**src/rtl/lut4_rv32_v2_core.sv**
```systemverilog
// Packed nibble LUT substitution: 16 x 2-bit table in rs2 indexed by rs1 nibbles.
// Combinational result plus one-cycle registered copy with valid flag.
module lut4_rv32_v2_core (
    input  logic        clk,
    input  logic        reset,
    input  logic        valid_in,
    input  logic [31:0] rs1,
    input  logic [31:0] rs2,
    input  logic        hi,
    output logic [31:0] rd,
    output logic [31:0] rd_q,
    output logic        valid_q
);

    logic [1:0]  lut [16];
    logic [31:0] lo_word;
    logic [31:0] rd_d;
    logic        valid_d;

    always_comb begin
        for (int i = 0; i < 16; i++) begin
            lut[i] = rs2[2*i +: 2];
        end
    end

    // Entries land in nibble bits [1:0]; the hi shift never crosses a nibble.
    always_comb begin
        lo_word = '0;
        for (int k = 0; k < 8; k++) begin
            lo_word[4*k +: 4] = {2'b00, lut[rs1[4*k +: 4]]};
        end
    end

    assign rd = lo_word << {hi, 1'b0};

    always_comb begin
        rd_d    = valid_in ? rd : rd_q;
        valid_d = valid_in;
    end

    always_ff @(posedge clk or posedge reset) begin
        if (reset) begin
            rd_q    <= '0;
            valid_q <= 1'b0;
        end else begin
            rd_q    <= rd_d;
            valid_q <= valid_d;
        end
    end

endmodule

```
**config.mk**
```make
export PLATFORM = sky130hd
export DESIGN_NAME = lut4_rv32_v2_core
export DESIGN_NICKNAME = d
export VERILOG_FILES = /design/src/rtl/lut4_rv32_v2_core.sv
export SDC_FILE = /design/constraint.sdc
export NUM_CORES = 1
export LEC_CHECK = 0
export BUFFER_PORTS_ARGS = -buffer_cell sky130_fd_sc_hd__buf_4
export CAP_MARGIN = 20
export CORE_ASPECT_RATIO = 0.6
export CORE_UTILIZATION = 30
export DETAILED_ROUTE_END_ITERATION = 8
export MAX_ROUTING_LAYER = met4
export SLEW_MARGIN = 20
export SYNTH_ARGS = -nofsm -noshare
export SYNTH_HDL_FRONTEND = slang
export SYNTH_SLANG_ARGS = --single-unit
```
**constraint.sdc**
```tcl
create_clock -name clk -period 2.3 [get_ports clk]
set_input_delay 0.23 -clock clk [delete_from_list [all_inputs] [get_ports clk]]
set_output_delay 0.23 -clock clk [all_outputs]
set_load 0.01 [all_outputs]
```
==> After elaboration in Yosys (flattened, before gate mapping) <==
Index checks and enable logic that the tools add are counted.
{ "op_classes": {"reduce_logical": 0, "n_eq_ne": 0, "n_addsub": 0, "bitwise_logic": 8, "multipliers": 0, "shift": 1, "n_lt_le_gt_ge": 8, "div": 0, "mux": 24} }
{ "ops": {"columns": ["operator", "n"], "rows": [
  ["binary-select mux 2 bit (select 4 bit)", 8],
  ["greater-or-equal comparator 5 bit, second input constant", 8],
  ["NOT 4 -> 5 bit", 8],
  ["two-way mux 2 bit", 16],
  ["<< shifter 30 x 2 -> 32 bit", 1]
]} }
{ "word_totals": {"out_inout_bits": 65, "inputBits": 68, "n_memories": 0, "ramBits": 0, "mem_bits_ro": 0, "reg_bits": 33, "latch_bits": 0, "wordCells": 43} }

==> Depth between registers and ports, before layout <==
Gate-level depths: netlist (run 1).
{ "logic_depth": {"word_depth": 5, "ltp_mapped": 4, "mapped_depth_nobuf": 3} }

==> Least setup slack after synthesis (run 1) <==
No wires, ideal clock.
{ "synth_path": {"path_type": "input port to output port", "from": "input port rs1[7]", "to": "output port rd[7]", "path_buffers": 1, "cell_stages": 4, "t_arrival_ns": 1.604, "t_required_ns": 2.070, "path_slack_ns": 0.466, "path_cell_list": "buf_2 > mux4_2 > mux4_2 > and2_1"} }
{ "synth_via": {"elab_chain_len": 5} }
{ "synth_lines": {"columns": ["item", "line_no", "rtl"], "rows": [
  ["start, declared", "7", "input logic [31:0] rs1,"],
  ["NOT 4 -> 5 bit (not written as such)", "30", "lo_word[4*k +: 4] = {2'b00, lut[rs1[4*k +: 4]]};"],
  ["binary-select mux 2 bit (select 4 bit)", "30", null],
  ["two-way mux 2 bit (not written as such) (2 in series)", "30", null],
  ["<< shifter 30 x 2 -> 32 bit", "34", "assign rd = lo_word << {hi, 1'b0};"],
  ["end, declared", "10", "output logic [31:0] rd,"]
]} }
Every way passes these cells. The select of a mux whose other input is x is not followed.

==> Worst setup path in the final report (run 1) <==
{ "layout_path": {"from": "input port rs1[16]", "to": "output port rd[19]"} }
Same word-level chain as after synthesis.

==> flow_summary.json, run 1 <==
{
  "drt-total-wl_mm": 12.2,
  "synth_area_leader_cell": "mux4_2",
  "drc": 14,
  "synth_async_sr_flop_share": 1.00,
  "skew_ps": 0,
  "synth_ff_type": "dfrtp_1",
  "grt_antenna_before_repair": 0,
  "seqCellArea_um2": 826,
  "drive_gt1_frac": 0.635,
  "power_frac_seq": 0.302,
  "synth_top_cell_area_share": 0.423,
  "cpLargestDelayFamily": "multiplexers",
  "drt_iter0_markers": 265,
  "pin_count": 133,
  "synth.area.top_cells": "mux4_2 (42%), dfrtp_1 (25%), mux4_1 (13%)",
  "fin_area_um2": 4510,
  "dpl.cell_count": 454,
  "insertedDiodeCount": 0,
  "maxCapViolations": 0,
  "relSlewSlack": 0.540,
  "critical_path_class": "input port to output pin",
  "critPathLaunchType": "input port",
  "cp.buffers_inverters": 2,
  "area_delta_synth_final_pct": 34.5,
  "nFillCells": 978,
  "clk_pin_slew_ps": 50,
  "synth_area_um2": 3350,
  "final_nets": 390,
  "status": "finished with violations",
  "clock_tree.root_cell": "clkbuf_16",
  "final.period_utilization": 0.893,
  "finalHoldWorstSlack_ps": 53.2,
  "htree_num_levels": 2,
  "crit_slowest_cell": "mux4_1",
  "vdd_drop_max_uv": 291,
  "cts_resized": 0,
  "ys_seq_area_frac": 0.246,
  "finalSetupViolCount": 0,
  "p_clk_frac": 0.272,
  "ctsHoldBuffers": 0,
  "hp-class": "input port to async pin",
  "p_int_w": 0.00159,
  "syn_nets": 274,
  "final_hold_viol_count": 0,
  "synth-edff-count": 0,
  "placed_cell_area_um2": 4370,
  "fin_setup_tns_ps": 0,
  "rows": 29,
  "core_um2": 10700,
  "place_hpwl_mm": 9.07,
  "yosysWarningCount": 0,
  "grt_pass1_wl_mm": 18.6,
  "post_drt_via_cell_ratio": 6.15,
  "p_leak_nw": 1.96,
  "grt_max_degree": 35,
  "cp_cell_sequence": "buf_4 > mux4_1 > mux4_2 > and2_1 > buf_4",
  "endpoint_kind": "output pin",
  "power_switching_share": 0.307,
  "grtUsageTotal": 0.224,
  "die_h_um": 83.9,
  "arrival_ps": 1820,
  "setup_ws_ps": 246,
  "p_switching_w": 0.000703,
  "min_period_ps": 2050,
  "numPortBuffers": 132,
  "post_drt_wl_per_cell_um": 26.4,
  "path_max_fanout": 8,
  "vias": 2840,
  "power.density_nw_per_um2": 508,
  "worstMarginPinSlew_ps": 689,
  "die_area_um2": 11600,
  "synthTopCellsByCount": "mux4_2 (63), dfrtp_1 (33), a22o_1 (32)",
  "grt_pass1_vias": 2980,
  "ys_types": 13,
  "clock-sinks": 33,
  "cts_tree": "built",
  "drtAntennaViolNets": 0,
  "synthMostInstantiatedCell": "mux4_2",
  "firstDrtPassIters": 7,
  "initial_utilization": 0.313,
  "final_max_slew_viol_count": 0,
  "failed_checks": "DRC",
  "numCtsBuffers": 5,
  "timing.critical_path.slowest_cell_delay_ps": 560,
  "p_comb_frac": 0.426,
  "grt.overflow.total": 0,
  "rsz0062_at_grt": "false",
  "ys_seq_elements": 33,
  "place_congestion": 0.852,
  "insertion_delay_ps": 270,
  "worstPathRequired_ps": 2070,
  "dieWidth_um": 139,
  "clock.fmax_ghz": 0.487,
  "place_ws_ps": 227,
  "multiInputGateArea_um2": 2360,
  "synthCells": 206,
  "cts.path.max_buffers": 2,
  "post_cts_buffers": 0,
  "cpMostUsedCell": "buf_4",
  "syn_area_per_cell_um2": 16.3,
  "layout.cells.non_filler": 462
}
## metrics by stage
step,power [W],util
global route,0.00241,0.421
floorplan,0.00123,-
global placement,0.00166,0.408
CTS,0.00232,0.421
finish,0.00229,0.421
detailed placement,0.00168,0.408
## worst min-delay path: cells and delay by family
family | cells | cell delay [ps]
buf+inv | 3 | 500
## cell type report
| cell class | count | area share |
|---|---|---|
| Timing Repair Buffer | 134 | 0.223 |
| Multi-Input combinational cell | 146 | 0.523 |
| Inverter | 2 | 0.00166 |
| Sequential cell | 33 | 0.183 |
| Tap cell | 139 | 0.0386 |
| Clock inverter | 2 | 0.00222 |
| Clock buffer | 6 | 0.0286 |
## power groups by stage
stage          clock network, W  logic (W)  registers, W
3_3_place_gp                  0   0.000960      0.000702
5_1_grt                0.000666    0.00104      0.000701
4_1_cts                0.000641   0.000982      0.000692
2_1_floorplan                 0   0.000503      0.000725
3_5_place_dp                  0   0.000980      0.000700
6_report               0.000622   0.000977      0.000692
## kinds of logic (layout without fill, tap and decap cells)
logic type | Yosys count | count (layout) | share of synthesized area
buf+inv | 27 | 144 | 0.0515
flops | 33 | 33 | 0.246
simple gates | 34 | 34 | 0.0627
compound gates | 32 | 32 | 0.0836
mux | 80 | 80 | 0.556
## layout by cell type (no fill, tap or decap), drive strengths merged
cell type,n
a22o,32
and2,17
buf,134
clkbuf,6
clkinv,2
dfrtp,33
inv,2
mux4,80
nor2,1
nor2b,16
## flip-flops by register name, summed over array words and instances (netlist names)
register  flops
valid_q       1
rd_q         32
## path summary, 6_finish.rpt
| path | startpoint | slack (ps) | depth (start not counted) | to |
|---|---|---|---|---|
| worst max-delay path | rs1[16] | 250 | 5 | rd[19] |
| worst min-delay path | reset | 50 | 3 | rd_q[18] |
| worst max register to register | rd_q[21] | 1550 | 1 | rd_q[21] |
| worst min register to register | rd_q[22] | 510 | 1 | rd_q[22] |
| max in group asynchronous | reset | 1940 | 3 | rd_q[30] |
| min in group clk | valid_in | 80 | 1 | valid_q |
## layer usage
layer / global-route usage / routed length, µm / vias to the layer above
met5: - / 0 / -
met4: 0.0296 / 120 / 0
met3: 0.0608 / 1290 / 15
met2: 0.321 / 5320 / 194
met1: 0.321 / 5450 / 1483
li1: - / - / 1148
(Power assumes the default switching activity.)
==> run 2, diff against run 1 <==
Settings changed: RECOVER_POWER set to 50.
==> flow_summary.json, run 2 (synthesized netlist as in run 1, its figures left out) <==
{
  "status": "finished with violations",
  "failed_checks": "DRC, capacitance limit, slew limit",
  "grt_max_degree": 35,
  "wl_met1_mm": 5.40,
  "relSlewSlack": -0.169,
  "ctsHoldBuffers": 0,
  "setup.worst_path.start": "rs1[16]",
  "clk_pin_slew_ps": 50,
  "cp_cell_sequence": "buf_4 > mux4_1 > mux4_2 > and2_1 > buf_4",
  "arrival_ps": 1830,
  "min_period_ps": 2060,
  "worstMarginPinSlew_ps": 1750,
  "numPortBuffers": 132,
  "grt.overflow.total": 0,
  "drc": 14,
  "cpLargestDelayFamily": "multiplexers",
  "grt_antenna_before_repair": 0,
  "drt_iter0_markers": 245,
  "maxCapViolations": 1,
  "htree_num_levels": 2,
  "firstDrtPassIters": 7,
  "die_h_um": 83.9,
  "crit_slowest_cell": "mux4_1",
  "drtAntennaViolNets": 0,
  "dpl.cell_count": 454,
  "core_um2": 10700,
  "largest_register_ffs": 32,
  "cpMostUsedCell": "buf_4",
  "final_max_slew_viol_count": 34,
  "dr_wl_met3_mm": 1.38,
  "power_frac_seq": 0.308,
  "grt_pass1_vias": 2980,
  "drive_gt1_frac": 0.533,
  "layout_commonest_cell": "buf_4",
  "numCtsBuffers": 5,
  "wl_met2_mm": 5.31,
  "vias": 2840,
  "path_max_fanout": 8,
  "cts_resized": 0,
  "area_delta_synth_final_pct": 30.8,
  "vdd_drop_max_uv": 290,
  "endpoint_kind": "output pin",
  "r2r-start": "rd_q[21]",
  "grt_pass1_wl_mm": 18.6,
  "place_congestion": 0.852,
  "final_nets": 390,
  "final_cell_mix": "buf_4 (100), mux4_2 (63), clkbuf_1 (34)",
  "insertion_delay_ps": 270,
  "post_cts_buffers": 0,
  "power_switching_share": 0.314,
  "fin_setup_tns_ps": 0,
  "skew_ps": 0,
  "max_flop_register": "rd_q",
  "clock.fmax_ghz": 0.486,
  "clock_tree.root_cell": "clkbuf_16",
  "cp.buffers_inverters": 2,
  "min_from": "valid_in",
  "worstPathRequired_ps": 2070,
  "cts_tree": "built",
  "p_int_w": 0.00154,
  "initial_utilization": 0.313,
  "p_clk_frac": 0.279,
  "rsz0062_at_grt": "false",
  "cts.path.max_buffers": 2,
  "p_leak_nw": 1.83,
  "highest_layer": "met4",
  "rows": 29,
  "die_area_um2": 11600,
  "final_hold_viol_count": 0,
  "pin_count": 133,
  "power.density_nw_per_um2": 511,
  "post_drt_wl_per_cell_um": 26.3,
  "grtUsageTotal": 0.224,
  "hp-class": "input port to flip-flop",
  "drt-total-wl_mm": 12.2,
  "clock-sinks": 33,
  "post_drt_via_cell_ratio": 6.15,
  "p_comb_frac": 0.413,
  "p_switching_w": 0.000705,
  "dieWidth_um": 139,
  "layout.cells.non_filler": 462,
  "critical_path_class": "input port to output pin",
  "r2r_slack_ps": 1550,
  "final.period_utilization": 0.894,
  "finalSetupViolCount": 0,
  "place_hpwl_mm": 9.07,
  "insertedDiodeCount": 0,
  "finalPower_w": 0.00224,
  "timing.critical_path.slowest_cell_delay_ps": 560,
  "critPathLaunchType": "input port",
  "largestRegisters": "rd_q (32), valid_q (1)"
}
-- run 2: cell count changes in the layout (fill, tap and decap cells not counted), sizes merged --
cell	previous run	this run
clkbuf	6	40
buf	134	100
-- run 2: stage by stage --
| stage | util | instance area, µm² | setup slack [ps] | hold WS, ps |
|---|---|---|---|---|
| 5_1_grt | 0.410 | 4390 | 170 | 112 |
| 4_1_cts | 0.421 | 4510 | 226 | 67.5 |
| 3_3_place_gp | 0.408 | 4370 | 266 | 347 |
| 2_1_floorplan | - | 3350 | 466 | 261 |
| 6_report | 0.410 | 4390 | 243 | 90.5 |
| 3_5_place_dp | 0.408 | 4370 | 227 | 352 |
-- run 2: final timing paths --
check	endpoint	cells past startpoint
worst max-delay path	rd[19]	5
worst min-delay path	valid_q	1
worst max register to register	rd_q[21]	1
worst min register to register	rd_q[22]	1
max in group asynchronous	rd_q[27]	3
min in group asynchronous	rd_q[18]	3
-- run 2: area by class of cell --
class | instances | area [µm²]
fillers | 1012 | 6320
multi-input cells | 146 | 2360
repair buffers | 134 | 882
flip-flops and latches | 33 | 826
well taps | 139 | 174
clock buffers | 6 | 129
clock inverters | 2 | 10.0
inverters | 2 | 7.51
-- run 2: power groups by stage --
| stage | clock (W) | combinational, W | sequential [W] |
|---|---|---|---|
| after floorplan | 0 | 0.000503 | 0.000725 |
| after global placement | 0 | 0.000960 | 0.000702 |
| after detailed placement | 0 | 0.000980 | 0.000700 |
| after CTS | 0.000641 | 0.000982 | 0.000692 |
| after global routing | 0.000666 | 0.000990 | 0.000699 |
| final | 0.000625 | 0.000927 | 0.000691 |
-- run 2: layer usage --
layer / vias up / global-route usage
met1: 1470 / 0.321
met4: 0 / 0.0296
met3: 14 / 0.0608
met5: - / -
met2: 208 / 0.321
li1: 1148 / -
